### config.mk
export PLATFORM = sky130hd
export DESIGN_NAME = ps2_key_event_fifo
export DESIGN_NICKNAME = d
export VERILOG_FILES = /design/src/rtl/ps2_key_event_fifo.sv
export SDC_FILE = /design/constraint.sdc
export NUM_CORES = 1
export LEC_CHECK = 0
export CAP_MARGIN = 20
export CORE_ASPECT_RATIO = 0.75
export CORE_MARGIN = 4
export CORE_UTILIZATION = 45
export DETAILED_ROUTE_END_ITERATION = 6
export GPL_ROUTABILITY_DRIVEN = 0
export HOLD_SLACK_MARGIN = 0.03
export PLACE_DENSITY = 0.76
export SLEW_MARGIN = 0
export SYNTH_ARGS = -nofsm -noshare
export SYNTH_HDL_FRONTEND = slang
export SYNTH_SLANG_ARGS = --single-unit
export TNS_END_PERCENT = 5
### constraint.sdc
create_clock -name CLK100MHZ -period 4.55 [get_ports CLK100MHZ]
set_input_delay 0.455 -clock CLK100MHZ [delete_from_list [all_inputs] [get_ports CLK100MHZ]]
set_output_delay 0.455 -clock CLK100MHZ [all_outputs]
set_load 0.05 [all_outputs]
### src/rtl/ps2_key_event_fifo.sv
`default_nettype none
// ============================================================================
// ps2_key_event_fifo : PS/2 receiver on the system clock, F0/E0 folded into
//                      key events, buffered in a show-ahead valid/ready FIFO.
// Revision 1.0
// ============================================================================
module ps2_key_event_fifo #(
  parameter int FILTER_LEN     = 8,
  parameter int TIMEOUT_CYCLES = 200000,
  parameter int FIFO_DEPTH     = 8,
  parameter int CNT_W          = 4
) (
  input  logic             CLK100MHZ,
  input  logic             reset,
  input  logic             PS2_CLK,
  input  logic             PS2_DATA,
  output logic             evt_valid,
  input  logic             evt_ready,
  output logic [7:0]       evt_code,
  output logic             evt_break,
  output logic             evt_ext,
  output logic [CNT_W-1:0] fifo_count,
  output logic [7:0]       last_code,
  output logic             overflow,
  output logic             frame_err
);

  localparam int c_AW = (FIFO_DEPTH > 1) ? $clog2(FIFO_DEPTH) : 1;
  localparam int c_FW = (FILTER_LEN > 1) ? $clog2(FILTER_LEN) : 1;
  localparam int c_TW = $clog2(TIMEOUT_CYCLES + 1);
  localparam logic [c_FW-1:0]  c_FLT_MAX = c_FW'(FILTER_LEN - 1);
  localparam logic [c_TW-1:0]  c_TMO_MAX = c_TW'(TIMEOUT_CYCLES - 1);
  localparam logic [CNT_W-1:0] c_FULL    = CNT_W'(FIFO_DEPTH);
  localparam logic [7:0]       c_BRK     = 8'hF0;
  localparam logic [7:0]       c_EXT     = 8'hE0;

  // --------------------------------------------------------------------------
  // Synchronisers and clock glitch filter (lines idle high)
  // --------------------------------------------------------------------------
  logic [1:0]      clk_s_q;
  logic [1:0]      dat_s_q;
  logic            filt_clk_q;
  logic [c_FW-1:0] filt_cnt_q;
  logic            w_fall;
  logic            w_dat;

  always_ff @(posedge CLK100MHZ or posedge reset) begin
    if (reset) begin
      clk_s_q    <= 2'b11;
      dat_s_q    <= 2'b11;
      filt_clk_q <= 1'b1;
      filt_cnt_q <= '0;
    end else begin
      clk_s_q <= {clk_s_q[0], PS2_CLK};
      dat_s_q <= {dat_s_q[0], PS2_DATA};
      if (clk_s_q[1] == filt_clk_q) begin
        filt_cnt_q <= '0;
      end else if (filt_cnt_q == c_FLT_MAX) begin
        filt_clk_q <= clk_s_q[1];
        filt_cnt_q <= '0;
      end else begin
        filt_cnt_q <= filt_cnt_q + c_FW'(1);
      end
    end
  end

  // One-cycle strobe in the cycle the filtered clock is about to drop
  assign w_fall = filt_clk_q & ~clk_s_q[1] & (filt_cnt_q == c_FLT_MAX);
  assign w_dat  = dat_s_q[1];

  // --------------------------------------------------------------------------
  // Frame FSM
  // --------------------------------------------------------------------------
  typedef enum logic [1:0] {
    S_IDLE   = 2'd0,
    S_DATA   = 2'd1,
    S_PARITY = 2'd2,
    S_STOP   = 2'd3
  } state_t;

  state_t          state_q;
  logic [2:0]      bit_cnt_q;
  logic [7:0]      shift_q;
  logic            par_q;
  logic [c_TW-1:0] tmo_q;
  logic            byte_ok_q;
  logic            byte_bad_q;
  logic            frame_err_q;

  always_ff @(posedge CLK100MHZ or posedge reset) begin
    if (reset) begin
      state_q     <= S_IDLE;
      bit_cnt_q   <= '0;
      shift_q     <= '0;
      par_q       <= 1'b0;
      tmo_q       <= '0;
      byte_ok_q   <= 1'b0;
      byte_bad_q  <= 1'b0;
      frame_err_q <= 1'b0;
    end else begin
      byte_ok_q  <= 1'b0;
      byte_bad_q <= 1'b0;
      if (w_fall) begin
        tmo_q <= '0;
        case (state_q)
          S_IDLE: begin
            if (!w_dat) begin
              state_q   <= S_DATA;
              bit_cnt_q <= '0;
            end
          end
          S_DATA: begin
            shift_q   <= {w_dat, shift_q[7:1]};
            bit_cnt_q <= bit_cnt_q + 3'd1;
            if (bit_cnt_q == 3'd7) state_q <= S_PARITY;
          end
          S_PARITY: begin
            par_q   <= w_dat;
            state_q <= S_STOP;
          end
          default: begin
            if (w_dat && (^{shift_q, par_q})) begin
              byte_ok_q <= 1'b1;
            end else begin
              byte_bad_q  <= 1'b1;
              frame_err_q <= 1'b1;
            end
            state_q <= S_IDLE;
          end
        endcase
      end else if (state_q != S_IDLE) begin
        if (tmo_q == c_TMO_MAX) begin
          state_q     <= S_IDLE;
          frame_err_q <= 1'b1;
          tmo_q       <= '0;
        end else begin
          tmo_q <= tmo_q + c_TW'(1);
        end
      end else begin
        tmo_q <= '0;
      end
    end
  end

  // --------------------------------------------------------------------------
  // Prefix decode
  // --------------------------------------------------------------------------
  logic [7:0] last_code_q;
  logic       brk_q;
  logic       ext_q;
  logic       push_q;
  logic [9:0] push_data_q;

  always_ff @(posedge CLK100MHZ or posedge reset) begin
    if (reset) begin
      last_code_q <= '0;
      brk_q       <= 1'b0;
      ext_q       <= 1'b0;
      push_q      <= 1'b0;
      push_data_q <= '0;
    end else begin
      push_q <= 1'b0;
      if (byte_ok_q) begin
        last_code_q <= shift_q;
        if (shift_q == c_BRK) begin
          brk_q <= 1'b1;
        end else if (shift_q == c_EXT) begin
          ext_q <= 1'b1;
        end else begin
          push_q      <= 1'b1;
          push_data_q <= {ext_q, brk_q, shift_q};
          brk_q       <= 1'b0;
          ext_q       <= 1'b0;
        end
      end else if (byte_bad_q) begin
        brk_q <= 1'b0;
        ext_q <= 1'b0;
      end
    end
  end

  // --------------------------------------------------------------------------
  // Show-ahead event FIFO
  // --------------------------------------------------------------------------
  logic [9:0]       mem_q [FIFO_DEPTH];
  logic [c_AW-1:0]  wr_ptr_q;
  logic [c_AW-1:0]  rd_ptr_q;
  logic [CNT_W-1:0] count_q;
  logic [CNT_W-1:0] count_d;
  logic             valid_q;
  logic             overflow_q;
  logic             w_full;
  logic             w_pop;
  logic             w_push;

  assign w_full = (count_q == c_FULL);
  assign w_pop  = valid_q & evt_ready;
  // When full, a simultaneous pop frees the slot being written
  assign w_push = push_q & (~w_full | w_pop);

  always_comb begin
    count_d = count_q + CNT_W'(w_push) - CNT_W'(w_pop);
  end

  always_ff @(posedge CLK100MHZ or posedge reset) begin
    if (reset) begin
      for (int i = 0; i < FIFO_DEPTH; i++) mem_q[i] <= '0;
      wr_ptr_q   <= '0;
      rd_ptr_q   <= '0;
      count_q    <= '0;
      valid_q    <= 1'b0;
      overflow_q <= 1'b0;
    end else begin
      if (w_push) begin
        mem_q[wr_ptr_q] <= push_data_q;
        wr_ptr_q        <= wr_ptr_q + c_AW'(1);
      end
      if (w_pop) rd_ptr_q <= rd_ptr_q + c_AW'(1);
      if (push_q && w_full && !w_pop) overflow_q <= 1'b1;
      count_q <= count_d;
      valid_q <= (count_d != '0);
    end
  end

  assign evt_valid  = valid_q;
  assign evt_code   = mem_q[rd_ptr_q][7:0];
  assign evt_break  = mem_q[rd_ptr_q][8];
  assign evt_ext    = mem_q[rd_ptr_q][9];
  assign fifo_count = count_q;
  assign last_code  = last_code_q;
  assign overflow   = overflow_q;
  assign frame_err  = frame_err_q;

endmodule
`default_nettype wire

# Word level (Yosys, flattened, before mapping)
# Cells that the tools add are included.
[word_totals] ff_bits=156 inputBits=5 output_inout_bits=25 elab_cells=131
[classes] addsub=7 magnitude_cmp=3 n_eq_ne=16 n_mux=40 bitwise=12 n_reduce_logical=23
[ops] op="$bwmux 80" n=1
[ops] op="$mux 18" n=3
[ops] op="$bmux 10 s3" n=1
[ops] op="$demux 10 s3" n=1
[ops] op="$mux 10" n=3
[ops] op="$mux 1" n=21
[ops] op="$add 18x1->18 const B" n=1
[ops] op="$eq 18x18->1 const B" n=1
[ops] op="$eq 8x8->1 const B" n=2
[ops] op="$add 3x1->3 const B" n=4
[ops] op="$mux 2" n=5
[ops] op="$reduce_and 2->1" n=5
[ops] op="$reduce_bool 2->1" n=5
[ops] op="$mux 3" n=3
[ops] op="$ne 3x3->1 const B" n=3
[ops] op="$reduce_xor 9->1" n=1
[ops] op="$ge 4x4->1 const B" n=2
[ops] op="$ne 2x2->1 const B" n=4
[ops] op="$not 3->4" n=2
[ops] op="$reduce_and 4->1" n=2
[ops] op="$eq 3x3->1 const B" n=2
[ops] op="$pmux 2 s3" n=1
[ops] op="$pmux 3 s2" n=1
[ops] op="$reduce_and 3->1" n=2
[ops] op="15 further kinds" n=25

# Longest topological paths before layout
# Gate-level depths: netlist of the first run.
[depth] word_depth=7 ltp_mapped=10 ltp_nobuf=10

# Least setup slack after synthesis of the first run
# OpenSTA, ideal clock, no wires.
[synth_timing] path_kind="register to register" from="register count_q[2] (netlist: fifo_count[2])" to="register valid_q (netlist: evt_valid)" arrival_ps=2546 required_ps=4411 path_slack_ps=1865 stages_incl_launch_ff=11 path_cell_list="dfrtp_1 -> inv_1 -> ha_1 -> a31oi_2 -> nand2_1 -> nand2_1 -> ha_1 -> inv_1 -> fa_1 -> inv_1 -> or4_1"
[synth_via] elab_chain_len=7
[synth_lines] item="start, declared" line_no="188" source="logic [CNT_W-1:0] count_q;"
[synth_lines] item="start signal, assigned" line_no="220" source="count_q <= count_d;"
[synth_lines] item="$eq 4x4->1" line_no="196" source="assign w_full = (count_q == c_FULL);"
[synth_lines] item="$not 1->1" line_no="199" source="assign w_push = push_q & (~w_full | w_pop);"
[synth_lines] item="$or 1x1->1" line_no="199"
[synth_lines] item="$and 1x1->1" line_no="199"
[synth_lines] item="$add 4x1->4" line_no="202" source="count_d = count_q + CNT_W'(w_push) - CNT_W'(w_pop);"
[synth_lines] item="$sub 4x1->4" line_no="202"
[synth_lines] item="named net count_d[1]" line_no="189" source="logic [CNT_W-1:0] count_d;"
[synth_lines] item="$reduce_bool 4->1" line_no="221" source="valid_q <= (count_d != '0);"
[synth_lines] item="end signal, assigned" line_no="221"
[synth_lines] item="end, declared" line_no="190" source="logic valid_q;"
# The timed path passes the listed nets, and every way through them passes these cells.
# A chain may end at the register's enable or synchronous reset.

# Worst setup path in the final report of the first run
[layout_timing] from="register rd_ptr_q[0]" to="output port evt_break"
[layout_via] elab_chain_len=4
[layout_lines] item="start, declared" line_no="187" source="logic [c_AW-1:0] rd_ptr_q;"
[layout_lines] item="start signal, assigned" line_no="218" source="if (w_pop) rd_ptr_q <= rd_ptr_q + c_AW'(1);"
[layout_lines] item="$not 3->4 (not written as such)" line_no="227" source="assign evt_break = mem_q[rd_ptr_q][8];"
[layout_lines] item="$bmux 10 s3" line_no="227"
[layout_lines] item="$mux 10 (2 in series)"
[layout_lines] item="end, declared" line_no="20" source="output logic evt_break,"
# No other way between the ends. The select of a mux whose other input is x is not followed.

==> flow_metrics.tcl, run 1 <==
set metrics [dict create \
    outcome "completed" \
    drc 0 \
    cts_buffers 17 \
    drv_slew 0 \
    place_ws_ps 1470 \
    grt_remaining_overflow 0 \
    dpl.hpwl_mm 8.85 \
    min_period_ps 3490 \
    worst_slack_ps 1060 \
    design.portCount 30 \
    dpl_cell_area_um2 7580 \
    power_leakage_nw 3.85 \
    crit_arrival_ps 3040 \
    syn_area_um2 7080 \
    fin_skew_ps 6.65 \
    syn_nets 531 \
    die_w_um 153 \
    reg2reg_depth 10 \
    fin_crit_sh_pct 76.7 \
    setup.worst_path.end_class "primary output" \
    ctsHoldBuffers 0 \
    worst-setup-path-type "reg -> out" \
    timing.rr.start "fifo_count[2]" \
    tritoncts "yes" \
    tns_ps 0 \
    rsz0062_at_grt "no" \
    cp-startpoint "rd_ptr_q[0]" \
    ctsHtreeMaxLevel 4 \
    synth-seq-area-share_pct 55.2 \
    hold_start "dat_s_q[0]" \
    antenna_found_initial 0 \
    core_area_um2 15300 \
    nFillCells 1274 \
    powerDensity_nw_per_um2 433 \
    cts_buffer_depth 2 \
    path_clk_slew_ps 70 \
    portBuffers 29 \
    relSlewSlack_pct 26.9 \
    vias_per_cell 5.50 \
    postCtsSetupBuffers 0 \
    drt-total-wl_mm 13.5 \
    fin_area_um2 8140 \
    drtPass1Iterations 5 \
    syn_inst 509 \
    worst_path_largest_cell_delay_ps 820 \
    async_reset_ff_share_pct 100 \
    start_util_pct 46.2 \
    r2r_end "evt_valid" \
    crit_path_cell_trace "buf_4, mux4_2, mux2_2, clkdlybuf4s50_1" \
    drv_cap 0 \
    grt_max_degree 157 \
    dp.cells 727 \
    syn_to_final_growth_pct 14.9 \
    cp_slowest_cell "dfrtp_1" \
    die_y_um 117 \
    grt_pass1_vias 4427 \
    path_delay_family "buffers and inverters" \
    drive_gt1_share_pct 32.3 \
    vias 4181 \
    setup.worst_path.end "evt_break" \
    irDropWorstVdd_mv 0.254 \
    path_depth 4 \
    hold_viol_final 0 \
    wire_per_inst_um 17.8 \
    dieArea_um2 17800 \
    avgSynthCellArea_um2 13.9 \
    ys_types 55 \
    fin_cells 760 \
    setup_violations 0 \
    p_total_mw 3.53 \
    worstMarginPinSlew_ps 1090 \
    crit_path_max_fanout 13 \
    cp_num_buf_inv 2 \
    grt_first_pass_wirelength_mm 23.0 \
    synth_edf_count 0 \
    required_ps 4090 \
    clk_latency_ps 430 \
    fin_util_pct 53.1 \
    ys_seq_elements 156 \
    antenna_left 0 \
    grt_usage_pct 16.6 \
    final_nets 564 \
    fmax_mhz 286 \
    yosysWarnings 0 \
    clock-sinks 156 \
    r2r_slack_ps 2020 \
    crit_path_start_kind "register" \
    ys.flop_type "dfrtp_1" \
    hold_class "reg -> reg" \
    drt-initial-drc-count 308 \
    rows 39 \
    n_antenna_cell 0 \
    holdWs_ps 356 \
    cts-root-buf "clkbuf_16" \
    post_cts_resized 0 \
]
[worst min path at each step]
stage               slack [ps]          to  cells after the start
floorplan                  350  clk_s_q[1]                      0
global placement           350  dat_s_q[1]                      0
detailed placement         350  dat_s_q[1]                      0
CTS                        360  dat_s_q[1]                      0
global route               360  dat_s_q[1]                      0
finish                     360  dat_s_q[1]                      0
[synth_stat cells, types with 2 or more instances]
library cell | n | area, um2
nand2b_1 | 2 | 12.5
xnor3_1 | 2 | 45.0
xor2_1 | 7 | 61.3
xnor2_1 | 13 | 114
o21ai_0 | 12 | 60.1
mux2_4 | 10 | 150
or3_1 | 3 | 18.8
nor2_1 | 22 | 82.6
nand2_1 | 29 | 109
dfrtp_1 | 151 | 3780
and4b_1 | 2 | 20.0
buf_2 | 4 | 20.0
and4_1 | 4 | 35.0
and3_1 | 2 | 12.5
o31ai_1 | 4 | 30.0
nand4_1 | 4 | 25.0
a32oi_1 | 2 | 17.5
nor4_1 | 2 | 12.5
ha_1 | 16 | 200
nor3_2 | 2 | 20.0
clkbuf_1 | 12 | 45.0
or4_1 | 4 | 30.0
mux2i_1 | 2 | 20.0
nand3b_1 | 2 | 15.0
dfstp_2 | 5 | 131
inv_1 | 20 | 75.1
o2bb2ai_1 | 2 | 17.5
a21oi_1 | 7 | 35.0
buf_6 | 2 | 22.5
mux4_2 | 20 | 450
a32o_1 | 2 | 20.0
mux2_2 | 98 | 1100
nor2b_1 | 2 | 12.5
nor3_1 | 3 | 15.0
nand3_1 | 13 | 65.1
a22o_1 | 3 | 26.3
[routing by layer]
layer	track usage [%]	vias to the layer above	wire length (um)
met5	0	-	0
met2	26.4	69	6460
met3	4.89	14	428
met4	5.22	0	147
li1	-	1920	-
met1	22.3	2178	6500
[cell usage in the layout (no fill, tap or decap), drive strengths merged, types with 3 or more instances in the layout]
cell type      netlist  final
a21oi                7      7
a22o                 3      3
and4                 4      4
buf                  7      4
clkbuf              12     18
clkdlybuf4s50        0     29
clkinv               0      8
clkinvlp             0      3
dfrtp              151    151
dfstp                5      5
ha                  16     16
inv                 20     22
mux2               108    108
mux4                20     20
nand2               30     30
nand3               13     13
nand4                4      4
nor2                23     23
nor3                 5      5
o21ai               13     13
o31ai                5      5
or3                  3      3
or4                  4      4
xnor2               13     13
xor2                 7      7
[logic make-up after synthesis]
| family | share of synthesized area [%] |
|---|---|
| AO/OA/AOI/OAI | 4.06 |
| adder cells (fa/ha/maj) | 3.11 |
| XOR/XNOR | 3.11 |
| buffers and inverters | 2.35 |
| multiplexers | 24.3 |
| flip-flops | 55.2 |
| AND/OR/NAND/NOR | 7.83 |
[report_power, final]
group	switching, mW	total (mW)	internal [mW]
Combinational	0.308	0.573	0.265
Sequential	0.156	1.62	1.47
Clock	0.578	1.33	0.753
[state kept, by name (all words and copies together) (netlist names), 3 cells and up]
signal,cells
bit_cnt_q,3
tmo_q,18
shift_q,8
fifo_count,4
mem_q,80
last_code,8
filt_cnt_q,3
rd_ptr_q,3
wr_ptr_q,3
push_data_q,10
[area by class of cell]
type	instances	area, um2	share of cell area (%)
multi-input combinational	314	3010	36.9
clock buffer	18	429	5.27
clock inverter	14	123	1.51
timing repair buffer	33	337	4.13
inverter	20	78.8	0.968
tap	205	256	3.15
sequential	156	3910	48.0
Note: power is estimated with default switching activity, not from simulation.
==> inputs of run 2 (changes only) <==
--- a/config.mk
+++ b/config.mk
@@ -12,7 +12,7 @@
 export DETAILED_ROUTE_END_ITERATION = 6
 export GPL_ROUTABILITY_DRIVEN = 0
 export HOLD_SLACK_MARGIN = 0.03
-export PLACE_DENSITY = 0.76
+export PLACE_DENSITY = 0.74
 export SLEW_MARGIN = 0
 export SYNTH_ARGS = -nofsm -noshare
 export SYNTH_HDL_FRONTEND = slang
==> constraint.sdc (replaced) <==
create_clock -name CLK100MHZ -period 3.6 [get_ports CLK100MHZ]
set_input_delay 0.36 -clock CLK100MHZ [delete_from_list [all_inputs] [get_ports CLK100MHZ]]
set_output_delay 0.36 -clock CLK100MHZ [all_outputs]
set_load 0.05 [all_outputs]
==> flow_metrics.tcl, run 2 (synthesized netlist as in run 1, its figures left out) <==
set metrics [dict create \
    largest_register_ffs 80 \
    core_area_um2 15300 \
    rsz0062_at_grt "no" \
    worstMarginPinSlew_ps 827 \
    path_delay_family "buffers and inverters" \
    dieArea_um2 17800 \
    drv_cap 0 \
    grt_pass1_vias 4594 \
    clk_latency_ps 420 \
    setup_violations 0 \
    antenna_found_initial 0 \
    post_cts_resized 0 \
    setup.worst_path.end_class "primary output" \
    grt_max_degree 63 \
    n_antenna_cell 0 \
    drive_gt1_share_pct 32.9 \
    clock-sinks 156 \
    min_period_ps 3090 \
    antenna_left 0 \
    drc 0 \
    rows 39 \
    crit_arrival_ps 2730 \
    cts_buffer_depth 2 \
    fin_crit_sh_pct 85.9 \
    crit_path_max_fanout 22 \
    irDropWorstVdd_mv 0.305 \
    whs_path_depth 1 \
    fmax_mhz 323 \
    hold_class "in -> reg" \
    cts-root-buf "clkbuf_16" \
    postCtsSetupBuffers 0 \
    vias_per_cell 5.55 \
    required_ps 3240 \
    wire_per_inst_um 18.3 \
    final_common_cell "dfrtp_1" \
    start_util_pct 46.2 \
    drt-initial-drc-count 184 \
    cts_buffers 17 \
    grt_first_pass_wirelength_mm 23.8 \
    syn_to_final_growth_pct 17.0 \
    drv_slew 0 \
    drtPass1Iterations 6 \
    path_clk_slew_ps 60 \
    vias 4238 \
    r2r_slack_ps 1070 \
    die_w_um 153 \
    cp_num_buf_inv 2 \
    grt_usage_pct 16.9 \
    fin_skew_ps 8.67 \
    grt_remaining_overflow 0 \
    design.portCount 30 \
    outcome "completed" \
    final_nets 568 \
    reg_top3 "mem_q (80), tmo_q (18), push_data_q (10)" \
    top_register "mem_q" \
    reg2reg_depth 10 \
    fin_util_pct 54.1 \
    hold_start "PS2_DATA" \
    layout.cells.most_common_list "dfrtp_1, mux2_2, nand2_1, clkdlybuf4s50_1, nor2_1" \
    p_total_mw 4.75 \
    worst_slack_ps 506 \
    crit_path_cell_trace "buf_4, mux4_2, mux2_2, clkdlybuf4s50_1" \
    ctsHtreeMaxLevel 4 \
    tns_ps 0 \
    r2r_end "evt_valid" \
    dpl.hpwl_mm 9.17 \
    portBuffers 29 \
    relSlewSlack_pct 44.5 \
    ctsHoldBuffers 0 \
    timing.rr.start "fifo_count[2]" \
    cp_slowest_cell "clkdlybuf4s50_1" \
    tritoncts "yes" \
    power_leakage_nw 3.92 \
    fin_cells 764 \
    drt-total-wl_mm 14.0 \
    powerDensity_nw_per_um2 574 \
    worst-setup-path-type "reg -> out" \
    hold_viol_final 0 \
    worstHoldEndpoint "dat_s_q[0]" \
    dp.cells 731 \
    place_ws_ps 661 \
    die_y_um 117 \
    worst_path_largest_cell_delay_ps 710 \
    crit_path_start_kind "register" \
]
-- run 2: through the flow --
step / instance area, um2 / hold slack (ps)
2_1_floorplan: 7090 / 345
3_3_place_gp: 7620 / 347
3_5_place_dp: 7620 / 347
4_1_cts: 8280 / 338
5_1_grt: 8280 / 338
6_report: 8280 / 351
-- run 2: layout make-up --
class	count	area [um2]
Clock buffer	18	439
Clock inverter	14	218
Fill cell	1233	7040
Inverter	20	78.8
Multi-Input combinational cell	314	3010
Sequential cell	156	3910
Tap cell	205	256
Timing Repair Buffer	37	375
-- run 2: how the worst max path moves through the flow --
stage | start | endpoint | slack [ps] | cells past startpoint
2_1_floorplan | fifo_count[2] | evt_valid | 920 | 10
3_3_place_gp | evt_ready | evt_valid | 760 | 10
3_5_place_dp | evt_ready | evt_valid | 660 | 10
4_1_cts | rd_ptr_q[0] | evt_break | 450 | 4
5_1_grt | rd_ptr_q[0] | evt_break | 390 | 4
6_report | rd_ptr_q[0] | evt_break | 510 | 4
-- run 2: worst reg2reg max path, delay by kind of cell (launching register included) --
family,cells,cell delay [ps]
flip-flops,1,360
AO/OA/AOI/OAI,1,300
buffers and inverters,3,160
AND/OR/NAND/NOR,3,690
adder cells (fa/ha/maj),3,880
-- run 2: per-layer routing --
layer	share of wire, %	vias to the layer above	GRT usage (%)
li1	-	1923	-
met1	47	2227	22.0
met2	49	73	29.0
met3	3.2	15	3.89
met4	0.98	0	4.99
met5	0	-	0
-- run 2: power breakdown --
part | switching, mW | leakage [nW] | total (mW) | internal [mW]
logic | 0.479 | 1.48 | 0.811 | 0.332
clock network | 0.721 | 0.312 | 1.97 | 1.25
registers | 0.113 | 2.12 | 1.97 | 1.85
total | 1.31 | 3.92 | 4.75 | 3.44
==> inputs of run 3 (changes only) <==
--- a/config.mk
+++ b/config.mk
@@ -8,11 +8,11 @@
 export CAP_MARGIN = 20
 export CORE_ASPECT_RATIO = 0.75
 export CORE_MARGIN = 4
-export CORE_UTILIZATION = 45
+export CORE_UTILIZATION = 30
 export DETAILED_ROUTE_END_ITERATION = 6
 export GPL_ROUTABILITY_DRIVEN = 0
 export HOLD_SLACK_MARGIN = 0.03
-export PLACE_DENSITY = 0.74
+export PLACE_DENSITY = 0.57
 export SLEW_MARGIN = 0
 export SYNTH_ARGS = -nofsm -noshare
 export SYNTH_HDL_FRONTEND = slang
==> flow_metrics.tcl, run 3 (synthesized netlist as in run 1, its figures left out) <==
set metrics [dict create \
    drt-initial-drc-count 216 \
    cts_buffer_depth 2 \
    n_antenna_cell 0 \
    tritoncts "yes" \
    vias_per_cell 4.81 \
    antenna_left 0 \
    fin_skew_ps 12.2 \
    grt_usage_pct 11.7 \
    grt_first_pass_wirelength_mm 23.6 \
    crit_path_max_fanout 22 \
    start_util_pct 30.6 \
    crit_path_start_kind "register" \
    vias 4122 \
    setup_violations 0 \
    wl_met3_um 513 \
    clk_latency_ps 420 \
    drc 0 \
    layout.cells.most_common_list "dfrtp_1, mux2_2, nand2_1, clkdlybuf4s50_1, nor2_1" \
    hold_class "in -> reg" \
    relSlewSlack_pct 44.9 \
    clock-sinks 156 \
    design.portCount 30 \
    fmax_mhz 323 \
    wl_met2_mm 6.52 \
    portBuffers 29 \
    nFillCells 2177 \
    required_ps 3240 \
    powerDensity_nw_per_um2 564 \
    irDropWorstVdd_mv 0.339 \
    ctsHtreeMaxLevel 4 \
    cts_buffers 17 \
    postCtsSetupBuffers 0 \
    min_period_ps 3100 \
    drive_gt1_share_pct 31.6 \
    grt_pass1_vias 4316 \
    dpl.hpwl_mm 9.10 \
    syn_to_final_growth_pct 17.7 \
    drt-total-wl_mm 14.3 \
    reg_top3 "mem_q (80), tmo_q (18), push_data_q (10)" \
    power_leakage_nw 3.89 \
    die_y_um 141 \
    routed.top_layer "met4" \
    worst-setup-path-type "reg -> out" \
    drv_cap 0 \
    core_area_um2 23100 \
    worstMarginPinSlew_ps 826 \
    wire_per_inst_um 16.7 \
    path_clk_slew_ps 60 \
    rows 48 \
    post_cts_resized 0 \
    crit_arrival_ps 2740 \
    tns_ps 0 \
    antenna_found_initial 1 \
    drv_slew 0 \
    final_common_cell "dfrtp_1" \
    outcome "completed" \
    grt_max_degree 157 \
    wl_met1_mm 7.18 \
    dieArea_um2 26200 \
    fin_util_pct 36.1 \
    setup.worst_path.end_class "primary output" \
    fin_crit_sh_pct 86.1 \
    cts-root-buf "clkbuf_16" \
    drtPass1Iterations 4 \
    final_nets 566 \
    largest_register_ffs 80 \
    hold_viol_final 0 \
    ctsHoldBuffers 0 \
    fin_area_um2 8340 \
    top_register "mem_q" \
    die_w_um 185 \
    rsz0062_at_grt "no" \
    dpl_cell_area_um2 7720 \
    grt_remaining_overflow 0 \
]
[run 3: stage by stage]
stage          cells  hold slack [ps]  setup WS [ps]  power, mW
2_1_floorplan    509              345            915       2.59
3_3_place_gp     825              347            759       2.80
3_5_place_dp     825              347            620       2.84
4_1_cts          857              318            434       4.78
5_1_grt          857              328            351       4.94
6_report         857              342            501       4.71
[run 3: final cells by class]
class                           count  area (um2)  share of cell area, %
Clock inverter                      9         173                   2.07
Multi-Input combinational cell    314        3010                   36.1
Sequential cell                   156        3910                   46.9
Timing Repair Buffer               35         348                   4.17
Inverter                           20        78.8                  0.945
Tap cell                          300         375                   4.50
Clock buffer                       23         448                   5.37
[run 3: per-layer routing]
metal / GRT usage, % / up-vias
li1: - / 1917
met4: 3.13 / 0
met1: 16.4 / 2132
met5: 0 / -
met2: 17.7 / 65
met3: 3.61 / 8
[run 3: final timing paths]
| check | endpoint | cells past startpoint | start | slack [ps] |
|---|---|---|---|---|
| worst max-delay path | evt_code[6] | 4 | rd_ptr_q[0] | 500 |
| worst max register to register | evt_valid | 10 | fifo_count[2] | 1040 |
| max in group asynchronous | shift_q[5] | 3 | reset | 2480 |
| worst min register to register | dat_s_q[1] | 0 | dat_s_q[0] | 350 |
| min in group asynchronous | mem_q[57] | 3 | reset | 570 |
| worst min-delay path | clk_s_q[0] | 1 | PS2_CLK | 340 |
[run 3: critical path, cell delays in order, from the launching register on]
cell and delay (ps):
dfrtp_1 320, buf_4 400, mux4_2 560, mux2_2 310
clkdlybuf4s50_1 710
[run 3: power by group]
group / internal (mW) / total [mW] / switching, mW
sequential: 1.86 / 1.97 / 0.111
combinational: 0.328 / 0.818 / 0.489
clock: 1.23 / 1.92 / 0.694
